$ cat config.mk
export PLATFORM = sky130hd
export DESIGN_NAME = pc_pred_seg_chain
export DESIGN_NICKNAME = d
export VERILOG_FILES = /design/src/rtl/pc_pred_seg_chain.sv
export SDC_FILE = /design/constraint.sdc
export NUM_CORES = 1
export LEC_CHECK = 0
export CAP_MARGIN = 20
export CORE_MARGIN = 2
export CORE_UTILIZATION = 50
export DETAILED_ROUTE_END_ITERATION = 16
export GPL_TIMING_DRIVEN = 1
export PLACE_DENSITY = 0.85
export SLEW_MARGIN = 10
export SYNTH_ARGS = -nofsm -noshare
export SYNTH_HDL_FRONTEND = slang
export SYNTH_SLANG_ARGS = --single-unit
$ cat constraint.sdc
create_clock -name clk -period 6.6 [get_ports clk]
set_clock_uncertainty 0.15 [all_clocks]
set_input_delay 1.98 -clock clk [delete_from_list [all_inputs] [get_ports clk]]
set_output_delay 1.98 -clock clk [all_outputs]
set_load 0.02 [all_outputs]
$ cat src/rtl/pc_pred_seg_chain.sv
// Purpose: DEPTH-stage PC/prediction segment chain with branch-prediction check and statistics at the tail.
// Latency: DEPTH clock edges from stage-0 inputs to tail outputs; resolution outputs are combinational from the tail.
// Backpressure: bubble[k] holds stage k (and beats flush[k]); earlier stages are not stalled, so upstream must bubble them too.
module pc_pred_seg_chain #(
    parameter int PC_W  = 32,
    parameter int DEPTH = 2,
    parameter int BHT_W = 2,
    parameter int CNT_W = 16
) (
    input  logic             clk,
    input  logic             rst,
    input  logic [DEPTH-1:0] bubble,
    input  logic [DEPTH-1:0] flush,
    input  logic [PC_W-1:0]  pc_in,
    input  logic             valid_in,
    input  logic             pred_taken_in,
    input  logic [PC_W-1:0]  pred_target_in,
    input  logic [BHT_W-1:0] bht_in,
    output logic [PC_W-1:0]  pc_out,
    output logic             valid_out,
    output logic             pred_taken_out,
    output logic [PC_W-1:0]  pred_target_out,
    output logic [BHT_W-1:0] bht_out,
    input  logic             br_resolve,
    input  logic             br_taken,
    input  logic [PC_W-1:0]  br_target,
    output logic             mispredict,
    output logic [PC_W-1:0]  redirect_pc,
    output logic [BHT_W-1:0] bht_next,
    output logic [CNT_W-1:0] br_cnt,
    output logic [CNT_W-1:0] miss_cnt
);

    // One segment entry; all fields travel together through the chain.
    typedef struct packed {
        logic [PC_W-1:0]  pc;
        logic [PC_W-1:0]  target;
        logic [BHT_W-1:0] bht;
        logic             pred_taken;
        logic             valid;
    } seg_t;

    localparam int               TAIL    = DEPTH - 1;
    localparam logic [BHT_W-1:0] BHT_MAX = {BHT_W{1'b1}};
    localparam logic [CNT_W-1:0] CNT_MAX = {CNT_W{1'b1}};

    seg_t seg_q   [DEPTH];
    seg_t seg_src [DEPTH];
    seg_t tail;
    logic chk;
    logic consume;

    // Each stage loads from the input bundle (stage 0) or from the stage before it.
    always_comb begin
        seg_src[0].pc         = pc_in;
        seg_src[0].target     = pred_target_in;
        seg_src[0].bht        = bht_in;
        seg_src[0].pred_taken = pred_taken_in;
        seg_src[0].valid      = valid_in;
        for (int k = 1; k < DEPTH; k++) begin
            seg_src[k] = seg_q[k-1];
        end
    end

    // Stage registers: reset clears, bubble holds (ignoring flush), flush clears, else advance.
    always_ff @(posedge clk) begin
        for (int k = 0; k < DEPTH; k++) begin
            if (rst) begin
                seg_q[k] <= '0;
            end else if (bubble[k]) begin
                seg_q[k] <= seg_q[k];
            end else if (flush[k]) begin
                seg_q[k] <= '0;
            end else begin
                seg_q[k] <= seg_src[k];
            end
        end
    end

    assign tail            = seg_q[TAIL];
    assign pc_out          = tail.pc;
    assign valid_out       = tail.valid;
    assign pred_taken_out  = tail.pred_taken;
    assign pred_target_out = tail.target;
    assign bht_out         = tail.bht;

    // Only a real instruction being resolved is checked; a target mismatch matters only when taken.
    assign chk         = br_resolve & tail.valid;
    assign mispredict  = chk & ((tail.pred_taken != br_taken) |
                                (br_taken & (tail.target != br_target)));
    assign redirect_pc = br_taken ? br_target : tail.pc + PC_W'(4);

    // Saturating BHT counter update, passed through unchanged when nothing is resolved.
    always_comb begin
        bht_next = tail.bht;
        if (chk) begin
            if (br_taken) begin
                if (tail.bht != BHT_MAX) begin
                    bht_next = tail.bht + 1'b1;
                end
            end else if (tail.bht != '0) begin
                bht_next = tail.bht - 1'b1;
            end
        end
    end

    // A held tail is not consumed, so the same resolution is counted only on the edge it leaves.
    assign consume = chk & ~bubble[TAIL] & ~rst;

    // Statistics counters, each saturating independently.
    always_ff @(posedge clk) begin
        if (rst) begin
            br_cnt   <= '0;
            miss_cnt <= '0;
        end else if (consume) begin
            if (br_cnt != CNT_MAX) begin
                br_cnt <= br_cnt + 1'b1;
            end
            if (mispredict && (miss_cnt != CNT_MAX)) begin
                miss_cnt <= miss_cnt + 1'b1;
            end
        end
    end

endmodule
# --- Word-level counts from Yosys, hierarchy flattened ---
# Memories as Yosys holds them, arrays and structs flattened.
# Index checks and enable logic that the tools add are counted.
classes:
  eq_ne: 5
  bitwise_logic: 14
  addsub: 5
  n_mux: 35
  n_reduce_logical: 4
ops:
  columns: ["operator", "n"]
  rows:
  - ["$mux 68", 6]
  - ["$add 16x1->16 const B", 2]
  - ["$add 32x3->32 const B", 1]
  - ["$mux 32", 1]
  - ["$ne 16x16->1 const B", 2]
  - ["$ne 32x32->1", 1]
  - ["$mux 1", 24]
  - ["$mux 2", 4]
  - ["$or 1x1->1", 7]
  - ["$and 1x1->1", 5]
  - ["$reduce_and 2->1", 2]
  - ["$add 2x1->2 const B", 1]
  - ["$ne 2x2->1 const B", 1]
  - ["$not 1->1", 2]
  - ["$reduce_bool 2->1", 1]
  - ["$sub 2x1->2 const B", 1]
  - ["$logic_and 1x1->1", 1]
  - ["$ne 1x1->1", 1]
word_totals:
  mem_count: 1
  wordCells: 66
  output_inout_bits: 135
  ramBits: 136
  reg_bits: 32
memory_table:
  columns: ["name", "depth", "width", "read_ports", "rd_ports_with_merged_regs", "wr", "line_no", "rtl"]
  rows:
  - ["seg_q", 2, 68, 2, 0, 2, "47", "seg_t seg_q [DEPTH];"]

# --- Longest topological paths before layout ---
# Gate-level depths: netlist of run 1.
depth:
  depth_word: 6
  mapped_depth: 8

# --- Worst setup path before layout of run 1 ---
# Ideal clock, no wire load.
synth_timing:
  path_type: "input to output"
  from: "input port br_target[5]"
  to: "output port mispredict"
  arrival_time_ns: 3.209
  n_path_buf: 2
  path_slack_ns: 1.261
  cell_stages: 7
  path_cell_list: "xor2_1 nor4_1 nand4_1 nor3_2 buf_4 buf_2 nor3_1"
synth_via:
  elab_chain_len: 4
synth_lines:
  columns: ["element", "line_no", "rtl"]
  rows:
  - ["start: declaration", "26", "input logic [PC_W-1:0] br_target,"]
  - ["$ne 32x32->1", "90", "(br_taken & (tail.target != br_target)));"]
  - ["$and 1x1->1", "90", null]
  - ["$or 1x1->1", "89", "assign mispredict = chk & ((tail.pred_taken != br_taken) |"]
  - ["$and 1x1->1", "89", null]
  - ["end: declaration", "27", "output logic mispredict,"]
# No other way between the ends.

# --- Final worst setup path of run 1 ---
layout_timing:
  from: "input port br_target[29]"
  to: "output port mispredict"
# Same word-level chain as after synthesis.

==> impl_metrics.py, run 1 <==
metrics = {
    "global_route": {
        "antenna_found_initial": 3,
        "grt_pass1_wl_mm": 32.0,
        "track_usage": 0.257,
        "grt_max_degree": 69,
        "overflow": 0,
        "grt_pass1_vias": 5766,
    },
    "placed_design": {
        "gp_congestion": 0.872,
        "portBuffers": 242,
        "dp_hpwl_mm": 15.1,
    },
    "power_and_ir_drop": {
        "p_leak_nw": 4.06,
        "ir_drop_mv": 0.203,
        "clkPwrFrac": 0.383,
        "p_sw_mw": 0.585,
        "power.internal_mw": 1.91,
        "power_frac_comb": 0.121,
        "switching_share": 0.235,
        "pwr-share-seq": 0.496,
        "power_density_nw_per_um2": 225,
    },
    "setup_path": {
        "reg2reg_from": "seg_q[1][31]",
        "critical_path_class": "in -> out",
        "slowest_stage": "clkdlybuf4s50_1",
        "cp-endpoint": "mispredict",
        "cp_top_family": "buffers and inverters",
        "cp-start-kind": "primary input",
        "end_kind": "primary output",
        "setup.worst_path.start": "br_target[29]",
        "r2r_end": "miss_cnt[10]",
        "reg2reg_depth": 9,
        "cp_max_fo": 2,
        "crit_chain": "clkdlybuf4s50_1, xor2_1, nor4_1, buf_4, nand4_1, nor3_2, buf_4, nor3_1, clkdlybuf4s50_1",
        "cp_num_buf_inv": 4,
        "worstPathRequired_ns": 4.47,
        "cp_slowest_stage_delay_ns": 0.55,
        "crit_cells": 9,
        "cp_data_arrival_time_ns": 4.27,
        "reg2reg_slack_ns": 3.94,
    },
    "finish": {
        "fillerInstances": 1059,
        "drive_gt1_frac": 0.0583,
        "nets": 1025,
        "multiInputGateArea_um2": 3000,
        "synthToLayoutAreaGrowth_pct": 40.7,
        "final-seq-area_um2": 4720,
    },
    "synthesis": {
        "synth_top_area_frac": 0.519,
        "async_flop_share": 0,
        "synth_most_common_cell": "and2_1",
        "ys_types": 45,
        "ys_ff_latch": 168,
        "seq_area_frac_synth": 0.600,
        "ys_top_cells_by_count": "and2_1 (137), edfxtp_1 (136), xor2_1 (55)",
        "netlist_instances": 678,
        "ys.warnings.count": 0,
        "synth_area_um2": 7870,
        "synth_edf_count": 136,
        "yosys.area.top_type": "edfxtp_1",
        "syn_area_per_cell_um2": 11.6,
        "syn_nets": 789,
        "ys_dominant_reg_cell": "edfxtp_1",
        "yosys-top-cells-area": "edfxtp_1 (52%), and2_1 (11%), dfxtp_1 (8.1%), xor2_1 (6.1%), nand2_1 (2.4%)",
    },
    "sta": {
        "tightest_slew_ns": 0.946,
        "finalSetupTns_ns": 0,
        "drv_slew": 0,
        "relSlewSlack": 0.369,
        "fin_crit_sh": 0.970,
        "whs_ns": 0.365,
        "finalHoldViolCount": 0,
        "max_clock_freq_ghz": 0.156,
        "finalSetupViolCount": 0,
        "rsz0062_at_grt": "no",
        "fin_crit_ns": 6.40,
    },
    "run": {
        "drv_cap": 0,
    },
    "routing": {
        "drt-initial-drc-count": 452,
        "routed_wl_mm": 21.0,
        "vias": 5967,
        "met1Wirelength_mm": 8.26,
        "highest_layer": "met5",
        "wl_met3_mm": 1.77,
        "drtPass1Iterations": 5,
        "via_per_inst": 5.24,
        "ant_nets": 0,
        "route.met2.wl_mm": 10.3,
        "route.detailed.drc": 0,
        "routedWlPerCell_um": 18.4,
    },
    "floorplan": {
        "die_w_um": 129,
        "rows": 45,
        "die_area_um2": 16800,
        "coreArea_um2": 15300,
        "die_h_um": 129,
        "start_util": 0.514,
        "num_io_pins": 243,
    },
    "clock_tree": {
        "clk_path_buf_depth": 2,
        "cts_tree": "yes",
        "numCtsBuffers": 17,
        "postCtsHoldBufs": 0,
        "path_clk_slew_ns": 0.06,
        "insertion_delay_ns": 0.42,
        "cts_setup_buffers": 0,
        "clock-root-buffer": "clkbuf_16",
        "cts_sinks": 168,
        "ctsResizeCount": 0,
        "htreeDepth": 4,
    },
    "worst_hold_path": {
        "min_from": "seg_q[0][67]",
        "worst_hold_path_type": "reg -> reg",
    },
    "status": {
        "outcome": "finished clean",
    },
}
## power groups by stage
stage,Clock (mW),Sequential [mW],Combinational [mW]
global placement,0,1.25,0.298
global route,1.01,1.24,0.320
finish,0.954,1.23,0.302
detailed placement,0,1.26,0.301
floorplan,0,1.28,0.0959
CTS,0.965,1.23,0.303
## stage by stage
step                setup slack, ns  power, mW  instances  utilization  cell area (µm²)
floorplan                      1.26       1.37        678            -             7870
global placement              0.226       1.55       1106        0.686            10500
detailed placement            0.209       1.56       1106        0.686            10500
CTS                           0.206       2.50       1138        0.723            11100
global route                  0.153       2.57       1138        0.723            11100
finish                        0.197       2.49       1139        0.723            11100
## per-layer routing
| metal | up-vias | global-route usage |
|---|---|---|
| met5 | - | 0 |
| met4 | 4 | 0.0942 |
| met3 | 42 | 0.0851 |
| met2 | 236 | 0.428 |
| met1 | 2832 | 0.313 |
| li1 | 2853 | - |
## layout make-up
| cell class | instances | area share |
|---|---|---|
| Timing Repair Buffer | 250 | 0.225 |
| Tap cell | 211 | 0.0238 |
| Inverter | 8 | 0.00271 |
| Antenna cell | 1 | 0.000226 |
| Multi-Input combinational cell | 469 | 0.271 |
| Clock inverter | 15 | 0.0122 |
| Sequential cell | 168 | 0.427 |
| Clock buffer | 17 | 0.0384 |
## worst min path at each step
stage,to,slack [ns],depth (start not counted)
final,seg_q[1][67],0.37,1
after global routing,miss_cnt[3],0.38,2
after CTS,miss_cnt[3],0.37,2
after detailed placement,seg_q[1][58],0.35,1
after global placement,miss_cnt[4],0.33,2
after floorplan,seg_q[1][0],0.35,1
## registers in the layout, indices dropped and copies added, names as in the netlist
name / flops
seg_q: 136
br_cnt: 16
miss_cnt: 16
## layout by cell type, fill, tap and decap left out, drive strengths merged, types with 6 or more instances in the layout
| cell | instances |
|---|---|
| clkbuf | 17 |
| edfxtp | 136 |
| xor2 | 55 |
| or4 | 7 |
| clkinv | 9 |
| nor2 | 32 |
| nand3 | 25 |
| nand4 | 15 |
| buf | 9 |
| or3 | 6 |
| clkdlybuf4s50 | 241 |
| and3 | 12 |
| nor3 | 10 |
| nand2 | 50 |
| dfxtp | 32 |
| a21oi | 12 |
| inv | 9 |
| o21ai | 39 |
| mux2 | 7 |
| xnor2 | 19 |
| nor4 | 10 |
| and2 | 137 |
| o31ai | 6 |
| nor2b | 6 |
## cells by family (layout without fill, tap and decap cells)
group           Yosys count  count (layout)  synth area share
simple gates            321             321             0.232
flops                   168             168             0.600
xor+xnor                 74              74            0.0824
compound gates           62              62            0.0458
buf+inv                  41             290            0.0218
mux                       8               8            0.0113
fa+ha+maj                 4               4           0.00604
other cells               0               1                 0
(Power assumes the default switching activity.)
==> run 2: changes to the inputs <==
- DONT_BUFFER_PORTS: default -> 1
- PLACE_DENSITY: 0.85 -> default
- SLEW_MARGIN: 10 -> default
==> run 2 against run 1 <==
- cell count fell by 21%
- first-iteration DRC count decreased by 52%
- sequential power barely moved
- clock power up 7%
- critical path type unchanged
- highest routed layer unchanged
==> impl_metrics.py, run 2 (synthesis gave the netlist of run 1 again) <==
metrics = {
    "global_route": {
        "grt_pass1_vias": 4817,
        "grt_pass1_wl_mm": 27.0,
        "antenna_found_initial": 4,
        "overflow": 0,
        "track_usage": 0.217,
        "grt_max_degree": 69,
    },
    "worst_hold_path": {
        "hold_end": "seg_q[1][37]",
        "worst_hold_path_type": "reg -> reg",
        "min_from": "seg_q[0][37]",
        "whs_path_depth": 1,
    },
    "clock_tree": {
        "postCtsHoldBufs": 0,
        "cts_tree": "yes",
        "numCtsBuffers": 17,
        "insertion_delay_ns": 0.42,
        "clk_path_buf_depth": 2,
        "ctsResizeCount": 0,
        "htreeDepth": 4,
        "path_clk_slew_ns": 0.07,
        "clock-root-buffer": "clkbuf_16",
        "cts_setup_buffers": 0,
        "cts_sinks": 168,
    },
    "setup_path": {
        "cp-start-kind": "primary input",
        "end_kind": "primary output",
        "reg2reg_from": "seg_q[1][24]",
        "critical_path_class": "in -> out",
        "reg2reg_depth": 7,
        "cp_data_arrival_time_ns": 3.53,
        "reg2reg_slack_ns": 3.72,
        "worstPathRequired_ns": 4.47,
        "cp_max_fo": 2,
        "r2r_end": "miss_cnt[10]",
    },
    "routing": {
        "routed_wl_mm": 18.2,
        "via_per_inst": 5.53,
        "routedWlPerCell_um": 20.4,
        "ant_nets": 0,
        "vias": 4949,
        "drtPass1Iterations": 4,
        "drt-initial-drc-count": 216,
        "route.detailed.drc": 0,
    },
    "sta": {
        "max_clock_freq_ghz": 0.177,
        "fin_crit_ns": 5.66,
        "rsz0062_at_grt": "no",
        "relSlewSlack": 0.355,
        "fin_crit_sh": 0.857,
        "finalHoldViolCount": 0,
        "tightest_slew_ns": 0.967,
        "finalSetupTns_ns": 0,
        "drv_slew": 0,
        "finalSetupViolCount": 0,
    },
    "status": {
        "outcome": "finished clean",
    },
    "finish": {
        "reg.largest.list": "seg_q (136), br_cnt (16), miss_cnt (16)",
        "fillerInstances": 1316,
        "nets": 779,
        "final-seq-area_um2": 4720,
        "drive_gt1_frac": 0.0764,
        "multiInputGateArea_um2": 3000,
        "largest_reg_flops": 136,
        "synthToLayoutAreaGrowth_pct": 10.0,
        "final_cell_mix": "and2_1 (137), edfxtp_1 (136), xor2_1 (55)",
        "regMostFlops": "seg_q",
        "fin_cells": 895,
        "layout_commonest_cell": "and2_1",
    },
    "floorplan": {
        "num_io_pins": 243,
        "die_w_um": 129,
        "die_area_um2": 16800,
        "rows": 45,
        "coreArea_um2": 15300,
        "die_h_um": 129,
        "start_util": 0.514,
    },
    "placed_design": {
        "place_inst": 860,
        "portBuffers": 0,
        "dp_hpwl_mm": 12.6,
        "gp_congestion": 0.830,
    },
    "power_and_ir_drop": {
        "p_leak_nw": 3.14,
        "ir_drop_mv": 0.179,
        "power_mw": 2.39,
        "power_density_nw_per_um2": 277,
    },
    "run": {
        "drv_cap": 0,
    },
}
==> run 2: report_power, final <==
part,internal (mW),switching [mW],leakage (nW),total [mW]
sequential,1.20,0.0626,1.75,1.26
clock,0.598,0.419,0.279,1.02
combinational,0.0356,0.0778,1.11,0.113
total,1.84,0.559,3.14,2.39
==> run 2: worst max-delay path by stage <==
stage | from | end | slack (ns) | cells after the start
2_1_floorplan | br_target[5] | mispredict | 1.26 | 7
3_3_place_gp | br_target[20] | mispredict | 0.99 | 6
3_5_place_dp | br_target[20] | mispredict | 0.99 | 6
4_1_cts | br_target[20] | mispredict | 0.99 | 6
5_1_grt | br_target[23] | mispredict | 0.98 | 6
6_report | br_target[20] | mispredict | 0.94 | 6
==> run 2: stage by stage <==
step	util	hold slack [ns]	area, µm²	setup slack (ns)
6_report	0.565	0.361	8660	0.942
3_3_place_gp	0.525	0.348	8050	0.989
5_1_grt	0.565	0.382	8650	0.983
3_5_place_dp	0.525	0.351	8050	0.990
2_1_floorplan	-	0.347	7870	1.26
4_1_cts	0.565	0.366	8650	0.990
==> run 2: routing by layer <==
metal  global-route usage  wire [µm]  vias to the layer above
met5                    0         13                        -
met2                0.353       9000                      216
met1                0.270       7190                     2346
li1                     -          -                     2358
met3               0.0751       1670                       27
met4               0.0829        367                        2
==> run 2: worst max-delay path, stage by stage <==
cell and delay [ns]:
xor2_1 0.16, nor4_1 0.59, nand4_1 0.22, nor3_2 0.32, nor3_1 0.09, buf_4 0.17
==> run 2: layout make-up <==
cell class | count | share of cell area
flip-flops and latches | 168 | 0.546
multi-input cells | 469 | 0.346
clock buffers | 18 | 0.0496
well taps | 211 | 0.0305
clock inverters | 14 | 0.0199
repair buffers | 4 | 0.00347
inverters | 8 | 0.00347
diodes | 3 | 0.000867
==> run 3: changes to the inputs <==
- MAX_ROUTING_LAYER: default -> met4
==> run 3 against run 2 <==
- critical path depth did not move
- combinational power barely moved
- non-clock buffer count did not move
- register-to-register slack got worse by 0.03 ns
- sequential share of layout area barely moved
- critical endpoint unchanged
- final area barely moved
- sequential cell count did not move
- hold slack barely moved
- highest routed layer is now met4
- die area did not move
- via count fell by 0.26%
- power barely moved
==> impl_metrics.py, run 3 (synthesis gave the netlist of run 1 again) <==
metrics = {
    "power_and_ir_drop": {
        "switching_share": 0.233,
        "p_sw_mw": 0.558,
        "clkPwrFrac": 0.424,
        "power.internal_mw": 1.84,
        "power_frac_comb": 0.047,
        "power_density_nw_per_um2": 276,
        "p_leak_nw": 3.14,
        "ir_drop_mv": 0.179,
        "power_mw": 2.39,
        "pwr-share-seq": 0.528,
    },
    "global_route": {
        "overflow": 0,
        "grt_pass1_vias": 4841,
        "grt_max_degree": 69,
        "grt_pass1_wl_mm": 27.0,
        "antenna_found_initial": 5,
        "track_usage": 0.224,
    },
    "finish": {
        "largest_reg_flops": 136,
        "final_cell_mix": "and2_1 (137), edfxtp_1 (136), xor2_1 (55)",
        "nets": 779,
        "synthToLayoutAreaGrowth_pct": 10.1,
        "drive_gt1_frac": 0.0764,
        "layout_commonest_cell": "and2_1",
        "regMostFlops": "seg_q",
        "reg.largest.list": "seg_q (136), br_cnt (16), miss_cnt (16)",
        "fin_cells": 897,
        "final_core_util": 0.566,
    },
    "sta": {
        "finalSetupViolCount": 0,
        "drv_slew": 0,
        "rsz0062_at_grt": "no",
        "relSlewSlack": 0.348,
        "fin_crit_ns": 5.70,
        "fin_crit_sh": 0.864,
        "finalHoldViolCount": 0,
        "max_clock_freq_ghz": 0.175,
        "tightest_slew_ns": 0.977,
        "finalSetupTns_ns": 0,
    },
    "setup_path": {
        "worstPathRequired_ns": 4.47,
        "cp_max_fo": 2,
        "end_kind": "primary output",
        "critical_path_class": "in -> out",
        "reg2reg_depth": 7,
        "cp_data_arrival_time_ns": 3.57,
        "cp-start-kind": "primary input",
    },
    "routing": {
        "routed_wl_mm": 18.2,
        "drtPass1Iterations": 6,
        "routedWlPerCell_um": 20.3,
        "drt-initial-drc-count": 219,
        "ant_nets": 0,
        "via_per_inst": 5.50,
        "vias": 4936,
        "route.detailed.drc": 0,
    },
    "floorplan": {
        "start_util": 0.514,
        "die_area_um2": 16800,
        "num_io_pins": 243,
        "die_h_um": 129,
        "die_w_um": 129,
        "coreArea_um2": 15300,
        "rows": 45,
    },
    "placed_design": {
        "place_inst": 860,
        "dp_hpwl_mm": 12.6,
        "portBuffers": 0,
        "gp_congestion": 0.842,
    },
    "clock_tree": {
        "htreeDepth": 4,
        "numCtsBuffers": 17,
        "cts_sinks": 168,
        "cts_setup_buffers": 0,
        "clk_path_buf_depth": 2,
        "ctsResizeCount": 0,
        "clock-root-buffer": "clkbuf_16",
        "postCtsHoldBufs": 0,
        "cts_tree": "yes",
        "insertion_delay_ns": 0.42,
        "path_clk_slew_ns": 0.07,
    },
    "run": {
        "drv_cap": 0,
    },
    "status": {
        "outcome": "finished clean",
    },
    "worst_hold_path": {
        "whs_path_depth": 1,
        "worst_hold_path_type": "reg -> reg",
    },
}
run 3: cell types whose count changed in the layout (fill, tap and decap cells not counted):
cell	change
diode_2	+2
run 3: final cells by class:
cell class | count | area, µm²
Antenna cell | 5 | 12.5
Clock buffer | 18 | 429
Clock inverter | 14 | 173
Fill cell | 1314 | 6650
Inverter | 8 | 30.0
Multi-Input combinational cell | 469 | 3000
Sequential cell | 168 | 4720
Tap cell | 211 | 264
Timing Repair Buffer | 4 | 30.0
run 3: layer usage:
metal	up-vias	GRT usage	wire, µm
met5	-	-	0
met1	2346	0.267	7350
met2	195	0.356	9050
met3	30	0.0731	1450
met4	0	0.0829	378
li1	2365	-	-
run 3: critical path, stage by stage:
cell	delay (ns)
xor2_1	0.16
nor4_1	0.59
nand4_1	0.23
nor3_2	0.34
nor3_1	0.10
buf_4	0.17
run 3: worst paths after layout:
| kind | startpoint | end | slack (ns) |
|---|---|---|---|
| worst min-delay path | seg_q[0][34] | seg_q[1][34] | 0.36 |
| worst max register to register | seg_q[1][24] | miss_cnt[10] | 3.69 |
| worst max-delay path | br_target[20] | mispredict | 0.90 |
| worst min register to register | seg_q[0][34] | seg_q[1][34] | 0.36 |
run 3: stage by stage:
| step | hold slack (ns) | cell area [µm²] | setup WS (ns) |
|---|---|---|---|
| after global placement | 0.348 | 8050 | 0.989 |
| final | 0.361 | 8660 | 0.901 |
| after floorplan | 0.347 | 7870 | 1.26 |
| after CTS | 0.366 | 8650 | 0.990 |
| after detailed placement | 0.351 | 8050 | 0.990 |
| after global routing | 0.382 | 8660 | 0.983 |
run 3: power groups by stage:
| stage | Sequential [mW] | Clock [mW] | Combinational, mW |
|---|---|---|---|
| CTS | 1.26 | 1.04 | 0.116 |
| finish | 1.26 | 1.02 | 0.114 |
| global route | 1.27 | 1.08 | 0.124 |
| floorplan | 1.28 | 0 | 0.0959 |
| detailed placement | 1.29 | 0 | 0.116 |
| global placement | 1.29 | 0 | 0.114 |
